$ cat src/rtl/rv32v_pipe_ctrl.sv
// rv32v_pipe_ctrl: hazard and pipeline-control unit for the rv32v vector pipeline.
// Produces per-stage stall/flush vectors for N_STAGES stages. A vector-register
// scoreboard blocks decode on RAW/WAW hazards. Redirects (CSR write or exception)
// start a flush hold, followed by a drain of the commit stage.
// Optional macro RV32V_PIPE_CTRL_PERF_EN adds saturating performance counters.
module rv32v_pipe_ctrl #(
  parameter int N_STAGES   = 5,
  parameter int DEC_IDX    = 2,
  parameter int NUM_VREGS  = 32,
  parameter int FLUSH_HOLD = 2
) (
  input  logic                          CLK,
  input  logic                          nRST,
  input  logic [N_STAGES-1:0]           busy,
  input  logic                          csr_update,
  input  logic                          exception,
  input  logic                          dec_valid,
  input  logic [$clog2(NUM_VREGS)-1:0]  dec_vs1,
  input  logic [$clog2(NUM_VREGS)-1:0]  dec_vs2,
  input  logic [$clog2(NUM_VREGS)-1:0]  dec_vd,
  input  logic                          dec_use_vs1,
  input  logic                          dec_use_vs2,
  input  logic                          dec_wr_vd,
  input  logic                          wb_valid,
  input  logic [$clog2(NUM_VREGS)-1:0]  wb_vd,
  output logic [N_STAGES-1:0]           stall,
  output logic [N_STAGES-1:0]           flush,
  output logic                          raw_hazard,
  output logic [1:0]                    ctrl_state
`ifdef RV32V_PIPE_CTRL_PERF_EN
  ,
  output logic [31:0]                   perf_stall_cycles,
  output logic [31:0]                   perf_raw_cycles,
  output logic [15:0]                   perf_flush_events
`endif
);

  localparam int CW = $clog2(FLUSH_HOLD + 1);

  typedef enum logic [1:0] {
    RUN   = 2'd0,
    FLUSH = 2'd1,
    DRAIN = 2'd2
  } state_t;

  state_t                state_reg, state_next;
  logic [CW-1:0]         hold_cnt_reg, hold_cnt_next;
  logic [NUM_VREGS-1:0]  sb_reg, sb_next;
  logic [N_STAGES-1:0]   base_stall;
  logic [N_STAGES-1:0]   stall_int;
  logic [N_STAGES-1:0]   flush_int;
  logic                  hazard;
  logic                  redirect;
  logic                  issue;
  logic                  drain_done;

  // A busy stage back-pressures itself and every younger stage.
  for (genvar gi = 0; gi < N_STAGES; gi++) begin : g_base_stall
    assign base_stall[gi] = |busy[N_STAGES-1:gi];
  end

  // Scoreboard lookup: no same-cycle writeback bypass, WAW blocks as well.
  assign hazard = dec_valid & ((dec_use_vs1 & sb_reg[dec_vs1]) |
                               (dec_use_vs2 & sb_reg[dec_vs2]) |
                               (dec_wr_vd   & sb_reg[dec_vd]));

  assign redirect   = (csr_update | exception) & (state_reg == RUN);
  assign drain_done = (state_reg == DRAIN) & ~busy[N_STAGES-1];

  // Combine base stall, hazard and drain stalls; flush always wins over stall.
  always_comb begin
    flush_int = '0;
    if (redirect || state_reg == FLUSH) begin
      flush_int[N_STAGES-2:0] = '1;
    end
    stall_int = base_stall;
    if (hazard || state_reg == DRAIN) begin
      stall_int[DEC_IDX:0] = '1;
    end
    stall_int = stall_int & ~flush_int;
  end

  assign issue = dec_valid & dec_wr_vd & ~stall_int[DEC_IDX] & ~flush_int[DEC_IDX]
               & (state_reg == RUN);

  // Outputs read as idle for as long as reset is held, whatever busy says.
  assign stall      = nRST ? stall_int : '0;
  assign flush      = nRST ? flush_int : '0;
  assign raw_hazard = nRST & hazard;
  assign ctrl_state = state_reg;

  // Next-state logic: RUN -> FLUSH (hold) -> DRAIN -> RUN; later redirects absorbed.
  always_comb begin
    state_next    = state_reg;
    hold_cnt_next = hold_cnt_reg;
    case (state_reg)
      RUN: begin
        if (redirect) begin
          if (FLUSH_HOLD > 1) begin
            state_next    = FLUSH;
            hold_cnt_next = CW'(FLUSH_HOLD - 1);
          end else begin
            state_next = DRAIN;
          end
        end
      end
      FLUSH: begin
        if (hold_cnt_reg <= CW'(1)) begin
          state_next    = DRAIN;
          hold_cnt_next = '0;
        end else begin
          hold_cnt_next = hold_cnt_reg - CW'(1);
        end
      end
      DRAIN: begin
        if (drain_done) begin
          state_next = RUN;
        end
      end
      default: begin
        state_next    = RUN;
        hold_cnt_next = '0;
      end
    endcase
  end

  // Scoreboard update: clear on writeback, set on issue (set wins), wipe at end of drain.
  always_comb begin
    sb_next = sb_reg;
    if (wb_valid) begin
      sb_next[wb_vd] = 1'b0;
    end
    if (issue) begin
      sb_next[dec_vd] = 1'b1;
    end
    if (drain_done) begin
      sb_next = '0;
    end
  end

  // State, hold counter and scoreboard registers.
  always_ff @(posedge CLK or negedge nRST) begin
    if (!nRST) begin
      state_reg    <= RUN;
      hold_cnt_reg <= '0;
      sb_reg       <= '0;
    end else begin
      state_reg    <= state_next;
      hold_cnt_reg <= hold_cnt_next;
      sb_reg       <= sb_next;
    end
  end

`ifdef RV32V_PIPE_CTRL_PERF_EN
  // Saturating event counters for stall cycles, hazard cycles and redirects.
  always_ff @(posedge CLK or negedge nRST) begin
    if (!nRST) begin
      perf_stall_cycles <= '0;
      perf_raw_cycles   <= '0;
      perf_flush_events <= '0;
    end else begin
      if (stall_int[0] && perf_stall_cycles != '1) begin
        perf_stall_cycles <= perf_stall_cycles + 32'd1;
      end
      if (hazard && perf_raw_cycles != '1) begin
        perf_raw_cycles <= perf_raw_cycles + 32'd1;
      end
      if (redirect && perf_flush_events != '1) begin
        perf_flush_events <= perf_flush_events + 16'd1;
      end
    end
  end
`endif

endmodule

$ cat config.mk
export PLATFORM = sky130hd
export DESIGN_NAME = rv32v_pipe_ctrl
export DESIGN_NICKNAME = d
export VERILOG_FILES = /design/src/rtl/rv32v_pipe_ctrl.sv
export SDC_FILE = /design/constraint.sdc
export NUM_CORES = 1
export LEC_CHECK = 0
export ABC_AREA = 1
export CORE_ASPECT_RATIO = 1.2
export CORE_MARGIN = 5
export CORE_UTILIZATION = 54
export DETAILED_ROUTE_END_ITERATION = 8
export GPL_ROUTABILITY_DRIVEN = 0
export HOLD_SLACK_MARGIN = 0.08
export PLACE_DENSITY = 0.75
export RECOVER_POWER = 50
export SLEW_MARGIN = 15
export SYNTH_ARGS = -nofsm -noshare
export SYNTH_HDL_FRONTEND = slang
export SYNTH_SLANG_ARGS = --single-unit
$ cat constraint.sdc
create_clock -name CLK -period 5 [get_ports CLK]
set_input_delay 0.5 -clock CLK [delete_from_list [all_inputs] [get_ports CLK]]
set_output_delay 0.5 -clock CLK [all_outputs]
set_load 0.005 [all_outputs]
Word level (Yosys, flattened, before mapping)
Index checks and enable logic that the tools add are counted.
{ "totals": {"register_bits": 36, "input_bits": 34, "wordCells": 73} }
{ "classes": {"addsub": 1, "n_lt_le_gt_ge": 7, "eq_ne": 5, "muxes": 23, "bitwise_logic": 23, "reduce_logical": 11} }
{ "op_table": {"columns": ["op", "count"], "rows": [
  ["2-to-1 mux 32 bit", 3],
  ["bitwise AND 32 bit", 1],
  ["NOT 32 bit", 1],
  ["bitwise OR 32 bit", 1],
  ["< comparator 5 x 6 -> 1 bit (second input constant)", 4],
  ["binary-select mux 1 bit (select 5 bit)", 3],
  ["case mux 2 bit (3 select lines)", 2],
  ["bitwise AND 1 bit", 11],
  ["demux 1 bit (select 5 bit)", 2],
  [">= comparator 5 x 1 -> 1 bit (second input constant)", 2],
  ["2-to-1 mux 2 bit", 4],
  ["2-to-1 mux 4 bit", 2],
  ["bitwise AND 5 bit", 1],
  ["2-to-1 mux 1 bit", 5],
  ["2-to-1 mux 5 bit", 1],
  ["NOT 4 -> 5 bit", 1],
  ["OR reduction 5 bit", 1],
  ["inequality test 2 bit (second input constant)", 2],
  ["NOT 1 bit", 4],
  ["OR reduction 4 bit", 1],
  ["2-to-1 mux 3 bit", 1],
  ["bitwise OR 1 bit", 3],
  ["AND reduction 3 bit", 1],
  ["OR reduction 3 bit", 1],
  ["10 further kinds", 12]
]} }

Logic depth before layout (Yosys ltp)
{ "depth": {"word_depth": 15, "mapped_depth": 17, "mapped_depth_nobuf": 16} }

Worst setup path after synthesis
Ideal clock, no wire load.
{ "synth_path": {"path_kind": "input to output", "from": "input port dec_vs1[0]", "to": "output port stall[0]", "arrival_ps": 1841, "t_required_ps": 4500, "setup_slack_ps": 2659, "stages": 15, "n_path_buf": 2, "cell_sequence": "buf_4 -> buf_2 -> nand2_1 -> nand3_1 -> nand3_1 -> nand2_1 -> nand2_1 -> nand3b_1 -> nand3_1 -> nand3_2 -> nand2_2 -> nand2_2 -> or2_2 -> nand2_1 -> nand2_1"} }
{ "synth_between": {"elab_chain_len": 10} }
{ "synth_lines": {"columns": ["element", "line", "rtl"], "rows": [
  ["from (decl)", "18", "input logic [$clog2(NUM_VREGS)-1:0] dec_vs1,"],
  ["binary-select mux 1 bit (select 5 bit)", "63", "assign hazard = dec_valid & ((dec_use_vs1 & sb_reg[dec_vs1]) |"],
  ["2-to-1 mux 1 bit (implied by the code)", "63", null],
  ["bitwise AND 1 bit", "63", null],
  ["bitwise OR 1 bit", "63", null],
  ["bitwise OR 1 bit", "64", "(dec_use_vs2 & sb_reg[dec_vs2]) |"],
  ["bitwise AND 1 bit", "63", null],
  ["logical OR 1 bit", "77", "if (hazard || state_reg == DRAIN) begin"],
  ["2-to-1 mux 3 bit", "77", null],
  ["bitwise AND 5 bit", "80", "stall_int = stall_int & ~flush_int;"],
  ["2-to-1 mux 5 bit", "87", "assign stall = nRST ? stall_int : '0;"],
  ["to (decl)", "26", "output logic [N_STAGES-1:0] stall,"]
]} }
No other way between the ends. The select of a mux whose other input is x is not followed.

Final worst setup path
{ "layout_path": {"from": "input port dec_vd[0]", "to": "output port stall[2]"} }
{ "layout_between": {"elab_chain_len": 9} }
{ "layout_lines": {"columns": ["element", "line", "rtl"], "rows": [
  ["from (decl)", "20", "input logic [$clog2(NUM_VREGS)-1:0] dec_vd,"],
  ["binary-select mux 1 bit (select 5 bit)", "65", "(dec_wr_vd & sb_reg[dec_vd]));"],
  ["2-to-1 mux 1 bit (implied by the code)", "65", null],
  ["bitwise AND 1 bit", "65", null],
  ["bitwise OR 1 bit", "64", null],
  ["bitwise AND 1 bit", "63", null],
  ["logical OR 1 bit", "77", null],
  ["2-to-1 mux 3 bit", "77", null],
  ["bitwise AND 5 bit", "80", null],
  ["2-to-1 mux 5 bit", "87", null]
]} }
No other way between the ends. The select of a mux whose other input is x is not followed.

==> run metrics <==
max_slew headroom -39.7%; crit share post-route 81.8%; synthesis warning total 0; Post-CTS Repair Setup Buffers 0; Max Cap Viol 1; Max Clk Rate 0.244 GHz; Final HPWL DP 7120 um; Synth Flop Type dfrtp_1; gr ovfl total 0; placed cells 574; number of synthesized flops with an enable pin 0; dpl cell area 3570 um2; GRT Resource Usage Total 26.9%; cell area after layout 3660 um2; share of cells above drive strength 1 15.4%; Critical Path RT 4.50 ns; worst skew pair latency 0.29 ns; Initial Util 54.6%; Lkg Pwr 1.43 nW; slowest stage delay, CP 0.79 ns; initial DRC count 302; Cell Rows 31; antenna violations before repair 0; top cells by area, synth dfrtp_1 28%, nand3_1 14%, nand2_1 13%, nand3_2 9.2%, a21oi_2 7.8%; Setup-failing EPs final 0; largest net degree at the start of global routing 39; cts bufs inserted 5; via count 3,485; syn_area_per_cell 6.89 um2; Synth area leader dfrtp_1; fin crit period 4.09 ns; Clk pwr share 24.1%; CP Launch Type primary input; Pre-Repair DR Iteration Count 5; Worst-Margin Slew 2.10 ns; FFs w/ async S/R, synth 100%; Slowest cell on crit path clkdlybuf4s50_1; Antenna Nets Post-Route 0; CTS H-tree lvls 2; syn_nets 507; Mapped Cells 473; TNS Setup 0 ns; switching share of power 39.3%; final WL 9730 um; TritonCTS clock tree done; Die Ht 95.1 um; CP Capture Type primary output; Unique masters post-synth 30; CTS resizes 0; Yosys top cell area share 27.6%; worst hold path class reg2reg; vias in the first global route 3,292; RSZ-0062 raised after global routing false; nets 533; Crit Path Category in2out; area of the multi-input gates 1980 um2; Remaining DRCs 0; worst-path cell chain clkdlybuf4s50_1 > nor2_2 > nand2_1 > nand4_1 > nand2_1 > nand2_1 > nor2_1 > nand2_1 > nand2_1 > nand3_2 > nand2_2 > nand2_2 > nand2_4 > nor2_1 > clkdlybuf4s50_1; Fill cells 578; final hold vios 0; non-filler cells, final 581; crit path max fanout 33; critical path arrival 3.59 ns; Gate power share 40.8%; Reg area 901 um2; Internal Power 0.000563 W; fin. max-slew vios 39; Die W 80.9 um; clk sink count 36; core area 5970 um2; # diodes 0; wire per inst 16.8 um; Layout area overhead 12.4%; first-pass GRT wire length 16,000 um; PwrDens 253 nW/um2; Worst-path clk slew 0.07 ns; Bufs on Longest Clock Path 2; sequential fraction of the synthesis area 27.6%; Via density 6.00; crit-path most repeated cell nand2_1; Boundary Pins 47; outcome finished with violations; root buf cell clkbuf_8; cell area after synthesis 3260 um2; sequential cell fraction of total power 35.1%; max FFs per register 32; Die ar. 7700 um2; Max IR drop VDD 320 uV; Yosys reg bits 36; P_sw 0.000364 W; violated checks capacitance limit, slew limit; I/O Buffers 45; hold buffer count at CTS 0; Worst Clk Skew 0.00643 ns
[synthesized netlist by cell type, drive strengths merged, types with 3 or more instances]
| cell type | n |
|---|---|
| nand3 | 123 |
| nand2 | 116 |
| nor2 | 43 |
| inv | 37 |
| dfrtp | 36 |
| o21ai | 36 |
| a21oi | 33 |
| buf | 22 |
| nor3 | 9 |
| nand4 | 7 |
| clkbuf | 3 |
[layout make-up]
class                   instances  area share, %
multi-input cells             374           53.9
flip-flops and latches         36           24.6
repair buffers                 45           12.1
inverters                      37           3.93
well taps                      82           2.80
clock buffers                   7           2.63
[per-layer routing]
| metal | vias up | wire [um] | global-route usage [%] |
|---|---|---|---|
| li1 | 1636 | - | - |
| met1 | 1599 | 3940 | 33.1 |
| met2 | 202 | 4460 | 43.7 |
| met3 | 48 | 865 | 5.58 |
| met4 | 0 | 467 | 14.8 |
| met5 | - | 0 | 0 |
[worst max-delay path, delay by kind of cell]
kind	cells	cell delay, ns
AND/OR/NAND/NOR	13	1.77
buffers and inverters	2	1.30
[cells in the final DEF, fill, tap and decap left out, types with 2 or more instances in the layout]
| cell | netlist | layout |
|---|---|---|
| a21oi_1 | 4 | 4 |
| dlygate4sd3_1 | 1 | 4 |
| inv_1 | 33 | 33 |
| inv_2 | 3 | 3 |
| clkbuf_8 | 0 | 7 |
| nand2_1 | 113 | 113 |
| clkdlybuf4s50_1 | 0 | 40 |
| nor2_1 | 42 | 41 |
| nand3_2 | 30 | 30 |
| nand4_1 | 7 | 7 |
| nand3_1 | 93 | 93 |
| nand2_2 | 2 | 2 |
| a21oi_2 | 29 | 29 |
| dfrtp_1 | 36 | 36 |
| o21ai_0 | 36 | 36 |
| nor3_1 | 9 | 9 |
[path summary, 6_finish.rpt]
check,start,slack [ns],endpoint,cells after the start
setup reg to reg,sb_reg[5]$_DFF_PN0_,2.80,sb_reg[13]$_DFF_PN0_,15
max in group asynchronous,nRST,2.98,sb_reg[0]$_DFF_PN0_,1
hold reg to reg,hold_cnt_reg[1]$_DFFE_PN0P_,0.51,ctrl_state[1]$_DFFE_PN0P_,1
setup / recovery,dec_vd[0],0.91,stall[2],15
min in group asynchronous,nRST,0.81,sb_reg[31]$_DFF_PN0_,1
hold / removal,hold_cnt_reg[1]$_DFFE_PN0P_,0.51,ctrl_state[1]$_DFFE_PN0P_,1
[power groups by stage]
stage                     registers (W)  clock network, W  logic (W)
after global routing           0.000327          0.000242   0.000416
after global placement         0.000330                 0   0.000373
after floorplan                0.000326                 0   0.000324
after detailed placement       0.000330                 0   0.000380
after CTS                      0.000325          0.000226   0.000381
final                          0.000326          0.000223   0.000378
[per-stage QoR]
step                      util (%)  power [W]  worst slack [ns]  hold WS (ns)
after global routing          61.3   0.000986             0.666         0.533
final                         61.3   0.000927             0.909         0.512
after global placement        59.7   0.000703              1.04         0.464
after detailed placement      59.7   0.000710              1.00         0.500
after floorplan                  -   0.000650              2.66         0.204
after CTS                     61.4   0.000932             0.984         0.344
[cell families (layout without fill, tap and decap cells)]
group | count (synthesis) | count (layout) | share of synthesized area [%]
simple gates | 302 | 302 | 45.8
compound gates | 71 | 71 | 14.4
buf+inv | 63 | 89 | 12.0
flops | 36 | 36 | 27.6
other cells | 1 | 1 | 0.115
Power figures use the tool's default switching activity.
